<file path="src/rtl/bsk_mgr_cut_wr_dispatch_if.sv">
// Command, load-stream and cut-RAM write-port bundle of the bsk_manager cut write dispatcher.
interface bsk_mgr_cut_wr_dispatch_if #(
  parameter int BSK_CUT_NB = 8,
  parameter int DATA_W     = 64,
  parameter int CUT_DEPTH  = 256,
  parameter int SLOT_NB    = 4
);
  localparam int ADD_W  = $clog2(SLOT_NB * CUT_DEPTH);
  localparam int SLOT_W = (SLOT_NB > 1) ? $clog2(SLOT_NB) : 1;

  logic [SLOT_W-1:0]     cmd_slot;
  logic                  cmd_vld;
  logic                  cmd_rdy;
  logic [DATA_W-1:0]     in_data;
  logic                  in_vld;
  logic                  in_rdy;
  logic [BSK_CUT_NB-1:0] wr_en;
  logic [ADD_W-1:0]      wr_add;
  logic [DATA_W-1:0]     wr_data;
  logic                  busy;
  logic                  done;
  logic [SLOT_W-1:0]     done_slot;

  modport slave (
    input  cmd_slot, cmd_vld, in_data, in_vld,
    output cmd_rdy, in_rdy, wr_en, wr_add, wr_data, busy, done, done_slot
  );

  modport master (
    output cmd_slot, cmd_vld, in_data, in_vld,
    input  cmd_rdy, in_rdy, wr_en, wr_add, wr_data, busy, done, done_slot
  );
endinterface

</file>
<file path="src/rtl/bsk_mgr_cut_wr_dispatch.sv">
// Write-side feeder of the bsk_manager cut RAMs: loads one BSK slot by spreading the
// incoming word stream round-robin over the cuts through registered write ports.
module bsk_mgr_cut_wr_dispatch #(
  parameter int BSK_CUT_NB = 8,
  parameter int DATA_W     = 64,
  parameter int CUT_DEPTH  = 256,
  parameter int SLOT_NB    = 4
) (
  input  logic                      clk,
  input  logic                      s_rst,
  bsk_mgr_cut_wr_dispatch_if.slave  io
);
  localparam int ADD_W  = $clog2(SLOT_NB * CUT_DEPTH);
  localparam int SLOT_W = (SLOT_NB > 1) ? $clog2(SLOT_NB) : 1;
  localparam int CUT_W  = (BSK_CUT_NB > 1) ? $clog2(BSK_CUT_NB) : 1;
  localparam int ROW_W  = $clog2(CUT_DEPTH);

  typedef enum logic [1:0] {
    ST_IDLE,
    ST_LOAD,
    ST_DONE
  } state_t;

  state_t                state;
  state_t                state_nxt;
  logic [CUT_W-1:0]      cut_cnt;
  logic [ROW_W-1:0]      row_cnt;
  logic [SLOT_W-1:0]     cur_slot;
  logic [BSK_CUT_NB-1:0] wr_en_q;
  logic [ADD_W-1:0]      wr_add_q;
  logic [DATA_W-1:0]     wr_data_q;

  logic cmd_acc;
  logic word_acc;
  logic cut_wrap;
  logic last_word;

  assign cmd_acc   = (state == ST_IDLE) && io.cmd_vld;
  assign word_acc  = (state == ST_LOAD) && io.in_vld;
  assign cut_wrap  = (cut_cnt == CUT_W'(BSK_CUT_NB - 1));
  assign last_word = cut_wrap && (row_cnt == ROW_W'(CUT_DEPTH - 1));

  always_ff @(posedge clk) begin
    if (s_rst) state <= ST_IDLE;
    else       state <= state_nxt;
  end

  always_comb begin
    state_nxt  = state;
    io.cmd_rdy = 1'b0;
    io.in_rdy  = 1'b0;
    io.busy    = 1'b0;
    io.done    = 1'b0;
    case (state)
      ST_IDLE: begin
        io.cmd_rdy = 1'b1;
        if (io.cmd_vld) state_nxt = ST_LOAD;
      end
      ST_LOAD: begin
        io.in_rdy = 1'b1;
        io.busy   = 1'b1;
        if (io.in_vld && last_word) state_nxt = ST_DONE;
      end
      ST_DONE: begin
        io.busy   = 1'b1;
        io.done   = 1'b1;
        state_nxt = ST_IDLE;
      end
      default: state_nxt = ST_IDLE;
    endcase
  end

  // Write port is registered, so the last word's write lands in the DONE cycle itself.
  always_ff @(posedge clk) begin
    if (s_rst) begin
      cut_cnt   <= '0;
      row_cnt   <= '0;
      cur_slot  <= '0;
      wr_en_q   <= '0;
      wr_add_q  <= '0;
      wr_data_q <= '0;
    end else begin
      wr_en_q <= '0;
      if (cmd_acc) begin
        cur_slot <= io.cmd_slot;
        cut_cnt  <= '0;
        row_cnt  <= '0;
      end
      if (word_acc) begin
        wr_en_q   <= BSK_CUT_NB'(1) << cut_cnt;
        wr_add_q  <= ADD_W'({cur_slot, row_cnt});
        wr_data_q <= io.in_data;
        if (cut_wrap) begin
          cut_cnt <= '0;
          row_cnt <= row_cnt + ROW_W'(1);
        end else begin
          cut_cnt <= cut_cnt + CUT_W'(1);
        end
      end
    end
  end

  assign io.wr_en     = wr_en_q;
  assign io.wr_add    = wr_add_q;
  assign io.wr_data   = wr_data_q;
  assign io.done_slot = cur_slot;
endmodule

</file>
<file path="src/flat_wrapper.sv">
// flat-port wrapper written by rule: the top's interface ports become plain ports
module bsk_mgr_cut_wr_dispatch_flat 
#(
  parameter int BSK_CUT_NB = 8,
  parameter int DATA_W     = 64,
  parameter int CUT_DEPTH  = 256,
  parameter int SLOT_NB    = 4
)
  (clk, s_rst, io_cmd_slot, io_cmd_vld, io_in_data, io_in_vld, io_cmd_rdy, io_in_rdy, io_wr_en, io_wr_add, io_wr_data, io_busy, io_done, io_done_slot);
  bsk_mgr_cut_wr_dispatch_if #(.BSK_CUT_NB(BSK_CUT_NB), .DATA_W(DATA_W), .CUT_DEPTH(CUT_DEPTH), .SLOT_NB(SLOT_NB)) io_i ();
  input  logic clk;
  input  logic s_rst;
  input wire logic [$bits(io_i.cmd_slot)-1:0] io_cmd_slot;
  input wire logic [$bits(io_i.cmd_vld)-1:0] io_cmd_vld;
  input wire logic [$bits(io_i.in_data)-1:0] io_in_data;
  input wire logic [$bits(io_i.in_vld)-1:0] io_in_vld;
  output wire logic [$bits(io_i.cmd_rdy)-1:0] io_cmd_rdy;
  output wire logic [$bits(io_i.in_rdy)-1:0] io_in_rdy;
  output wire logic [$bits(io_i.wr_en)-1:0] io_wr_en;
  output wire logic [$bits(io_i.wr_add)-1:0] io_wr_add;
  output wire logic [$bits(io_i.wr_data)-1:0] io_wr_data;
  output wire logic [$bits(io_i.busy)-1:0] io_busy;
  output wire logic [$bits(io_i.done)-1:0] io_done;
  output wire logic [$bits(io_i.done_slot)-1:0] io_done_slot;
  assign io_i.cmd_slot = io_cmd_slot;
  assign io_i.cmd_vld = io_cmd_vld;
  assign io_i.in_data = io_in_data;
  assign io_i.in_vld = io_in_vld;
  assign io_cmd_rdy = io_i.cmd_rdy;
  assign io_in_rdy = io_i.in_rdy;
  assign io_wr_en = io_i.wr_en;
  assign io_wr_add = io_i.wr_add;
  assign io_wr_data = io_i.wr_data;
  assign io_busy = io_i.busy;
  assign io_done = io_i.done;
  assign io_done_slot = io_i.done_slot;
  bsk_mgr_cut_wr_dispatch #(.BSK_CUT_NB(BSK_CUT_NB), .DATA_W(DATA_W), .CUT_DEPTH(CUT_DEPTH), .SLOT_NB(SLOT_NB)) u_core (.clk(clk), .s_rst(s_rst), .io(io_i));
endmodule
</file>
<file path="config.mk">
export PLATFORM = sky130hd
export DESIGN_NAME = bsk_mgr_cut_wr_dispatch_flat
export DESIGN_NICKNAME = d
export VERILOG_FILES = /design/src/rtl/bsk_mgr_cut_wr_dispatch_if.sv /design/src/rtl/bsk_mgr_cut_wr_dispatch.sv /design/src/flat_wrapper.sv
export SDC_FILE = /design/constraint.sdc
export NUM_CORES = 1
export LEC_CHECK = 0
export ABC_AREA = 1
export CAP_MARGIN = 10
export CELL_PAD_IN_SITES_DETAIL_PLACEMENT = 2
export CELL_PAD_IN_SITES_GLOBAL_PLACEMENT = 2
export CORE_MARGIN = 2
export CORE_UTILIZATION = 22
export CTS_CLUSTER_SIZE = 8
export DETAILED_ROUTE_END_ITERATION = 8
export PLACE_DENSITY = 0.85
export SYNTH_ARGS = -nofsm -noshare
export SYNTH_HDL_FRONTEND = slang
export SYNTH_SLANG_ARGS = --single-unit
</file>
<file path="constraint.sdc">
create_clock -name clk -period 1.72 [get_ports clk]
set_input_delay 0.258 -clock clk [delete_from_list [all_inputs] [get_ports clk]]
set_output_delay 0.258 -clock clk [all_outputs]
set_load 0.02 [all_outputs]
</file>
# --- Yosys cells after proc, flatten, opt, wreduce, memory -nomap -nowiden ---
# Index checks and enable logic that the tools add are counted.
# Widths: inputs -> output; s select.
word_totals:
  reg_bits: 97
  latchBits: 0
  ramBits: 0
  rom_bits: 0
  input_bits: 70
  output_inout_bits: 88
  wordCells: 39
  mem_count: 0
op_classes:
  n_addsub: 2
  mul: 0
  div_mod_pow: 0
  n_lt_le_gt_ge: 0
  n_eq_ne: 6
  shift: 1
  muxes: 13
  bitwise_logic: 1
  reduce_logical: 9
op_table:
  columns: ["operator", "n"]
  rows:
  - ["$mux 8", 3]
  - ["$mux 3", 3]
  - ["$add 8x1->8 const B", 1]
  - ["$eq 8x8->1 const B", 1]
  - ["$shl 1x3->8 const A", 1]
  - ["$logic_and 1x1->1", 4]
  - ["$mux 1", 4]
  - ["$mux 2", 2]
  - ["$ne 2x2->1 const B", 2]
  - ["$pmux 2 s2", 1]
  - ["$reduce_or 2->1", 2]
  - ["$add 3x1->3 const B", 1]
  - ["$eq 3x3->1 const B", 1]
  - ["$eq 2x1->1 const B", 1]
  - ["$eq 2x2->1 const B", 1]
  - ["$logic_not 2->1", 1]
  - ["$reduce_and 2->1", 1]
  - ["$reduce_bool 2->1", 1]
  - ["$not 1->1", 1]

# --- Depth between registers and ports, before layout ---
# Gate-level depths: netlist of run 1.
depth:
  depth_word: 5
  mapped_depth: 9
  ltp_nobuf: 9

# --- Worst setup path before layout of run 1 ---
# Ideal clock, no wire load.
synth_path:
  path_kind: "reg-to-reg"
  startpoint: "reg u_core.state[1]"
  endpoint: "reg u_core.row_cnt[5]"
  setup_time_ns: 0.122
  arrival_ns: 1.353
  t_required_ns: 1.598
  setup_slack_ns: 0.245
  stages_incl_launch_ff: 9
  n_path_buf: 1
  period_less_slack_ns: 1.475
  path_cell_list: "dfxtp_1 > inv_1 > ha_1 > nand2_4 > clkinv_2 > nand2_2 > buf_6 > nor4_1 > nor2_1"
synth_between:
  elab_chain_len: 5
  elab_cells_between_ends: 7
  classes_between: "eq/ne (1); mux (3); reduce/logical (3)"
synth_lines:
  columns: ["element", "line_no", "rtl"]
  rows:
  - ["from (decl)", "bsk_mgr_cut_wr_dispatch.sv:24", "state_t state;"]
  - ["from (signal assigned)", "bsk_mgr_cut_wr_dispatch.sv:45", "else state <= state_nxt;"]
  - ["$logic_not 2->1", "bsk_mgr_cut_wr_dispatch.sv:38", "assign cmd_acc = (state == ST_IDLE) && io.cmd_vld;"]
  - ["$logic_and 1x1->1", "bsk_mgr_cut_wr_dispatch.sv:38", null]
  - ["$mux 8", "bsk_mgr_cut_wr_dispatch.sv:84", "if (cmd_acc) begin"]
  - ["$mux 8", "bsk_mgr_cut_wr_dispatch.sv:93", "if (cut_wrap) begin"]
  - ["$mux 8 (*)", "bsk_mgr_cut_wr_dispatch.sv:89", "if (word_acc) begin"]
  - ["to (signal assigned)", "bsk_mgr_cut_wr_dispatch.sv:95", "row_cnt <= row_cnt + ROW_W'(1);"]
  - ["to (decl)", "bsk_mgr_cut_wr_dispatch.sv:27", "logic [ROW_W-1:0] row_cnt;"]
# Every way passes the cells marked *; elsewhere a longest branch is shown, timed or not.
# A chain may end at the register's enable or synchronous reset.

# --- Final worst setup path of run 1 ---
layout_path:
  startpoint: "reg u_core.state[1]"
  endpoint: "out io_busy"
layout_between:
  elab_chain_len: 3
  elab_cells_between_ends: 4
  classes_between: "eq/ne (2); mux (1); reduce/logical (1)"
layout_lines:
  columns: ["element", "line_no", "rtl"]
  rows:
  - ["$eq 2x2->1 or $eq 2x1->1 (tied branches)", "bsk_mgr_cut_wr_dispatch.sv:54", "case (state)"]
  - ["$reduce_or 2->1 (no source line) (*)", null, null]
  - ["$mux 1 (*)", "bsk_mgr_cut_wr_dispatch.sv:54", null]
  - ["to (decl)", "flat_wrapper.sv:22", "output wire logic [$bits(io_i.busy)-1:0] io_busy;"]
# Marked as above.

==> results of run 1 <==
## logic make-up after synthesis
family,Yosys count
compound gates,98
fa+ha+maj,11
buf+inv,48
flops,97
simple gates,202
## final cells by class
| class | count | area share, % |
|---|---|---|
| Clock buffer | 9 | 3.92 |
| Sequential cell | 97 | 33.8 |
| Clock inverter | 7 | 1.22 |
| Timing Repair Buffer | 169 | 29.5 |
| Inverter | 22 | 1.46 |
| Multi-Input combinational cell | 311 | 25.4 |
| Tap cell | 216 | 4.70 |
## per-layer routing
metal / routed length [µm] / up-vias / GRT usage [%]
met5: 0 / - / 0
met4: 162 / 0 / 3.94
met3: 626 / 13 / 4.00
met2: 7000 / 87 / 28.5
met1: 5530 / 1780 / 17.1
li1: - / 1770 / -
## worst max-delay path by stage
stage | start | end | slack (ns)
finish | u_core.state[1] | io_busy | 0.08
floorplan | u_core.state[1] | u_core.row_cnt[5] | 0.25
detailed placement | io_in_vld | u_core.row_cnt[5] | -0.02
global route | u_core.state[1] | u_core.row_cnt[4] | -0.009
global placement | io_in_vld | u_core.row_cnt[5] | 0.07
CTS | u_core.state[1] | io_in_rdy | 0.002
## worst max-delay path: stages, from the launching register on
cell,delay [ns]
dfxtp_1,0.36
inv_1,0.10
ha_1,0.28
clkdlybuf4s15_1,0.29
## cells in the mapped netlist, drive strengths merged
| cell | instances |
|---|---|
| a32o | 1 |
| inv | 21 |
| buf | 14 |
| dfxtp | 97 |
| nand3 | 13 |
| clkinv | 1 |
| or2 | 1 |
| a211oi | 2 |
| nor3 | 2 |
| ha | 11 |
| nor2 | 157 |
| clkbuf | 12 |
| o211ai | 1 |
| o21ai | 79 |
| nor4 | 2 |
| a21oi | 15 |
| nand2 | 27 |
## sequential cells by signal (all words and copies together), names as in the netlist
| name | flops |
|---|---|
| u_core.state | 2 |
| u_core.cut_cnt | 3 |
| u_core.io.wr_data | 64 |
| u_core.row_cnt | 8 |
| u_core.io.done_slot | 2 |
| u_core.io.wr_add | 10 |
| u_core.io.wr_en | 8 |
## what timing repair did
item / CTS / global route
setup buffers: 0 / 0
pin swaps: 0 / 0
hold buffers: 0 / 0
setup endpoints to repair: 4 / 7
gates cloned: 0 / 0
gates resized for setup: 5 / 7
## through the flow
step	setup WS (ns)	hold slack, ns	utilization (%)	instances
global route	-0.00852	0.511	35.9	831
finish	0.0823	0.484	35.9	831
global placement	0.0733	0.461	34.0	815
floorplan	0.245	0.407	-	456
CTS	0.00210	0.490	35.8	831
detailed placement	-0.0223	0.475	34.0	815
## power breakdown
| group | total (mW) | leakage (nW) | internal [mW] | switching [mW] |
|---|---|---|---|---|
| combinational | 3.01 | 1.18 | 1.31 | 1.70 |
| sequential | 2.94 | 0.792 | 2.70 | 0.243 |
| clock | 2.03 | 0.146 | 1.13 | 0.901 |
==> metrics.md, run 1 <==
| Metric | Value |
|---|---|
| DR vias | 3650 |
| Post-synthesis simple-gate area fraction | 22.2% |
| # port buffers | 157 |
| Final Routed Wirelength | 13300 µm |
| Synth unique cells | 26 |
| Pleak | 2.12 nW |
| Area after DPL | 5440 µm² |
| Crit path kind | flop to primary output |
| Nets | 691 |
| Largest family of logic cells by synthesized area | simple AND/OR/NAND/NOR gates |
| Mapped Area | 3620 µm² |
| Yosys reg bits | 97 |
| Syn-to-layout area delta | 58.8% |
| Post-synthesis compound-gate area fraction | 14.0% |
| Worst-path maximum fanout | 4 |
| CP Capture Type | primary output |
| Layout cell share with drive strength beyond 1 | 6.83% |
| Clk Latency, worst-skew pair | 0.34 ns |
| Final setup fails | 0 |
| Num Clock Sinks | 97 |
| HP Start | u_core.io.wr_add[1] |
| YS warnings | 0 |
| Final hold vios | 0 |
| Initial antenna violation count | 0 |
| Top post-synthesis cells by area | dfxtp_1 (54%), nor2_1 (16%), o21ai_0 (9.4%) |
| WP data required | 1.46 ns |
| Hold Crit Class | flop to flop |
| CTS tree | yes |
| GRT Total Usage | 15.2% |
| Status | finished, final reports clean |
| Gpl congestion | 0.773 |
| Core Area | 16000 µm² |
| DRC | 0 |
| Syn Inst Count | 456 |
| Fin crit period | 1.64 ns |
| Reg2reg end | u_core.row_cnt[5] |
| Least-Margin Pin Slew | 0.328 ns |
| HPWL after DPL | 10100 µm |
| First-pass GRT wire length | 21400 µm |
| Initial DRC Count | 125 |
| Mux contribution to synthesized area | 0% |
| Syn Nets | 537 |
| Pin count of the biggest net entering global routing | 68 |
| Initial cell density of the core | 22.6% |
| TritonRoute pass-1 iters | 4 |
| Maximum VDD drop | 556 µV |
| CTS clk-pin slew, worst paths | 0.07 ns |
| Filler instances | 1860 |
| Die width | 132 µm |
| Top-area cell type share of the netlist area | 53.6% |
| Vias in the first global route | 4041 |
| Max transition margin | 78.2% |
| Max Cap Viol | 0 |
| Worst setup SP type | flop |
| Hold path endpoint | u_core.io.wr_add[1] |
| Synth Area in XOR/XNOR | 0% |
| Drt via density | 4.39 |
| Reg2reg start | u_core.state[1] |
| Sequential area share after synthesis | 53.6% |
| Die Y | 132 µm |
| Cell Pwr Density | 1390 nW/µm² |
| Clock Path Buffers | 2 |
| Most common cell after layout, fill and taps aside | nor2_1 |
| CP arrival | 1.38 ns |
| Reg2Reg Depth | 9 |
| Area leader, netlist | dfxtp_1 |
| Root Buffer | clkbuf_16 |
| I/O pin count | 158 |
| Area occupied by multi-input gates | 1460 µm² |
| Row cnt | 46 |
| Commonest non-fill, non-tap cells in the layout | nor2_1 (155), clkdlybuf4s50_1 (153), dfxtp_1 (94) |
| WL per Instance | 16.0 µm |
| CTS Buf Count | 9 |
| Ant diodes | 0 |
| Congestion Overflow GR | 0 |
| Post-route design area | 5750 µm² |
| Post-route clock period utilization | 95.2% |
| ANT nets after route | 0 |
| Skew final | 0.00773 ns |
| Post-Synth Adder-Cell Area | 3.80% |
| Average size of a mapped cell | 7.94 µm² |
| Upper clock frequency limit | 611 MHz |
| Fin. max-slew vios | 0 |
| Setup_tns | 0 ns |
| H-tree depth | 3 |
| Register area | 1950 µm² |
| Hold Path Stages | 2 |
| Total Power | 7.98 mW |
| DIE AREA | 17500 µm² |
| RSZ-0062 raised after global routing | true |
| Reg2reg setup slack | 0.11 ns |
(Power assumes the default switching activity.)
==> inputs of run 2 (changes only) <==
CORE_UTILIZATION = 25   (was 22)
DONT_BUFFER_PORTS = 1   (was default)
PLACE_DENSITY = 0.68   (was 0.85)
==> metrics.md, run 2 (synthesis results as in run 1) <==
| Metric | Value |
|---|---|
| Final hold vios | 0 (unchanged) |
| Combinational share of power | 20.1% (-18 points) |
| Initial cell density of the core | 25.9% (+3.3 points) |
| Total Power | 7.08 mW (-11%) |
| ANT nets after route | 0 (unchanged) |
| DRC | 0 (unchanged) |
| # port buffers | 0 (-100%) |
| Fin. max-slew vios | 0 (unchanged) |
| Met2 Track Usage GR | 24.6% (-4.0 points) |
| Fin crit period | 1.54 ns (-0.100 ns) |
| Worst-path maximum fanout | 5 (+1) |
| Core Area | 14000 µm² (-13%) |
| Skew final | 0.00935 ns (+0.00162 ns) |
| GRT Total Usage | 14.6% (-0.63 points) |
| Cell Pwr Density | 1700 nW/µm² (+23%) |
| DR vias | 3025 (-17%) |
| Worst setup margin | 0.182 ns (+0.100 ns) |
| H-tree depth | 3 (unchanged) |
| Nets | 533 (-23%) |
| Vias in the first global route | 3356 (-17%) |
| Routing usage on met1 | 16.5% (-0.56 points) |
| Drt via density | 4.75 (+8.1%) |
| Largest register FFs | 64 (unchanged) |
| Register area | 1940 µm² (-0.19%) |
| Pleak | 1.53 nW (-28%) |
| Root Buffer | clkbuf_16 |
| Final setup fails | 0 (unchanged) |
| CTS clk-pin slew, worst paths | 0.06 ns (about the same) |
| Top Usage Layer GRT | met2 |
| Crit path kind | flop to flop |
| Initial antenna violation count | 0 (unchanged) |
| Gpl congestion | 0.756 (-2.2%) |
| Register share of total power | 50.1% (+13 points) |
| Placed Instances | 620 (-24%) |
| Commonest non-fill, non-tap cells in the layout | nor2_1 (154), dfxtp_1 (97), o21ai_0 (67) |
| Max transition margin | 70.6% (-7.6 points) |
| Maximum VDD drop | 522 µV (-6.0%) |
| Clk Latency, worst-skew pair | 0.35 ns (about the same) |
| Final Util | 29.7% (-6.2 points) |
| Final Routed Wirelength | 11100 µm (-17%) |
| WL per Instance | 17.4 µm (+8.3%) |
| Layout cell share with drive strength beyond 1 | 8.10% (+1.3 points) |
| Clock power share | 29.8% (+4.4 points) |
| Sw Share | 37.2% (+1.6 points) |
| Met3 Resource Use GR | 6.06% (+2.1 points) |
| CP arrival | 1.81 ns (+0.43 ns) |
| CP Capture Type | flop |
| Upper clock frequency limit | 650 MHz (+6.5%) |
| Worst setup SP type | flop |
| Ant diodes | 0 (unchanged) |
| WP data required | 1.99 ns (+0.53 ns) |
| Area after DPL | 3800 µm² (-30%) |
| Pin count of the biggest net entering global routing | 64 (-5.9%) |
| Least-Margin Pin Slew | 0.440 ns (+0.113 ns) |
| Fin Hold WS | 0.0754 ns (-0.409 ns) |
| Most common cell after layout, fill and taps aside | nor2_1 |
| I/O pin count | 158 (unchanged) |
| Congestion Overflow GR | 0 (unchanged) |
| Area occupied by multi-input gates | 1470 µm² (+0.43%) |
| Internal power | 4.44 mW (-13%) |
| DIE AREA | 15500 µm² (-12%) |
| CTS Buf Count | 9 (unchanged) |
| Finished Layout Cells | 637 (-23%) |
| TritonRoute pass-1 iters | 4 (unchanged) |
| Post-route clock period utilization | 89.4% (-5.8 points) |
| Die width | 124 µm (-6.0%) |
| Initial DRC Count | 103 (-18%) |
| Num Clock Sinks | 97 (unchanged) |
| HPWL after DPL | 7910 µm (-22%) |
| Max Cap Viol | 0 (unchanged) |
| Setup_tns | 0 ns (unchanged) |
| Row cnt | 43 (-6.5%) |
| Status | finished, final reports clean |
| Syn-to-layout area delta | 14.8% |
| Hold Crit Class | input pin to flop |
| CTS tree | yes |
| Place WS | 0.0355 ns (+0.0578 ns) |
| Sw Pwr | 2.64 mW (-7.4%) |
| Post-route design area | 4160 µm² (-28%) |
| Filler instances | 1608 (-14%) |
| Post-CTS Setup Bufs | 0 (unchanged) |
| Die Y | 124 µm (-6.0%) |
| First-pass GRT wire length | 18000 µm (-16%) |
| Clock Path Buffers | 2 (unchanged) |
-- run 2: cell types whose count changed in the layout (fill, tap and decap cells not counted), sizes merged --
cell | before | now
clkdlybuf4s15 | 2 | 0
clkinv | 5 | 2
clkbuf | 9 | 12
inv | 22 | 21
buf | 12 | 10
dlygate4sd2 | 2 | 0
clkinvlp | 1 | 2
clkdlybuf4s50 | 153 | 0
dlygate4sd3 | 0 | 1
-- run 2: per-layer routing --
metal / vias to the layer above / wire length, µm / share of wire, %
met5: - / 0 / 0
met4: 0 / 138 / 1.2
met3: 9 / 939 / 8.5
met2: 95 / 5370 / 49
met1: 1471 / 4600 / 42
li1: 1450 / - / -
-- run 2: path summary, 6_finish.rpt --
kind | from | to | slack, ns | depth (start not counted)
worst min register to register | u_core.row_cnt[3] | u_core.row_cnt[4] | 0.50 | 2
worst max-delay path | u_core.state[0] | u_core.row_cnt[5] | 0.18 | 7
worst max register to register | u_core.state[0] | u_core.row_cnt[5] | 0.18 | 7
worst min-delay path | io_in_data[39] | u_core.io.wr_data[39] | 0.08 | 2
-- run 2: power groups by stage --
stage	clock [mW]	sequential, mW	combinational [mW]
5_1_grt	2.29	3.61	1.68
2_1_floorplan	0	3.47	1.10
4_1_cts	2.18	3.57	1.44
3_3_place_gp	0	3.60	1.33
3_5_place_dp	0	3.62	1.43
6_report	2.11	3.55	1.42
-- run 2: what timing repair did --
action                                 in CTS  in global routing
gates resized for setup                     0                  7
hold buffers                                1                  0
endpoints found under the hold margin       7                  0
setup endpoints to repair                   0                  8
-- run 2: worst max-delay path: stages, from the launching register on --
cell and delay (ns):
dfxtp_1 0.41, inv_1 0.11, ha_1 0.22, nand2_1 0.18, inv_1 0.14, o21ai_0 0.17, o211ai_1 0.12, nor2_1 0.12
-- run 2: layout make-up --
cell class                      count  area share (%)
Inverter                           22            2.02
Clock buffer                       12            6.41
Multi-Input combinational cell    311            35.3
Tap cell                          180            5.42
Clock inverter                      4            1.20
Sequential cell                    97            46.7
Timing Repair Buffer               11            2.92
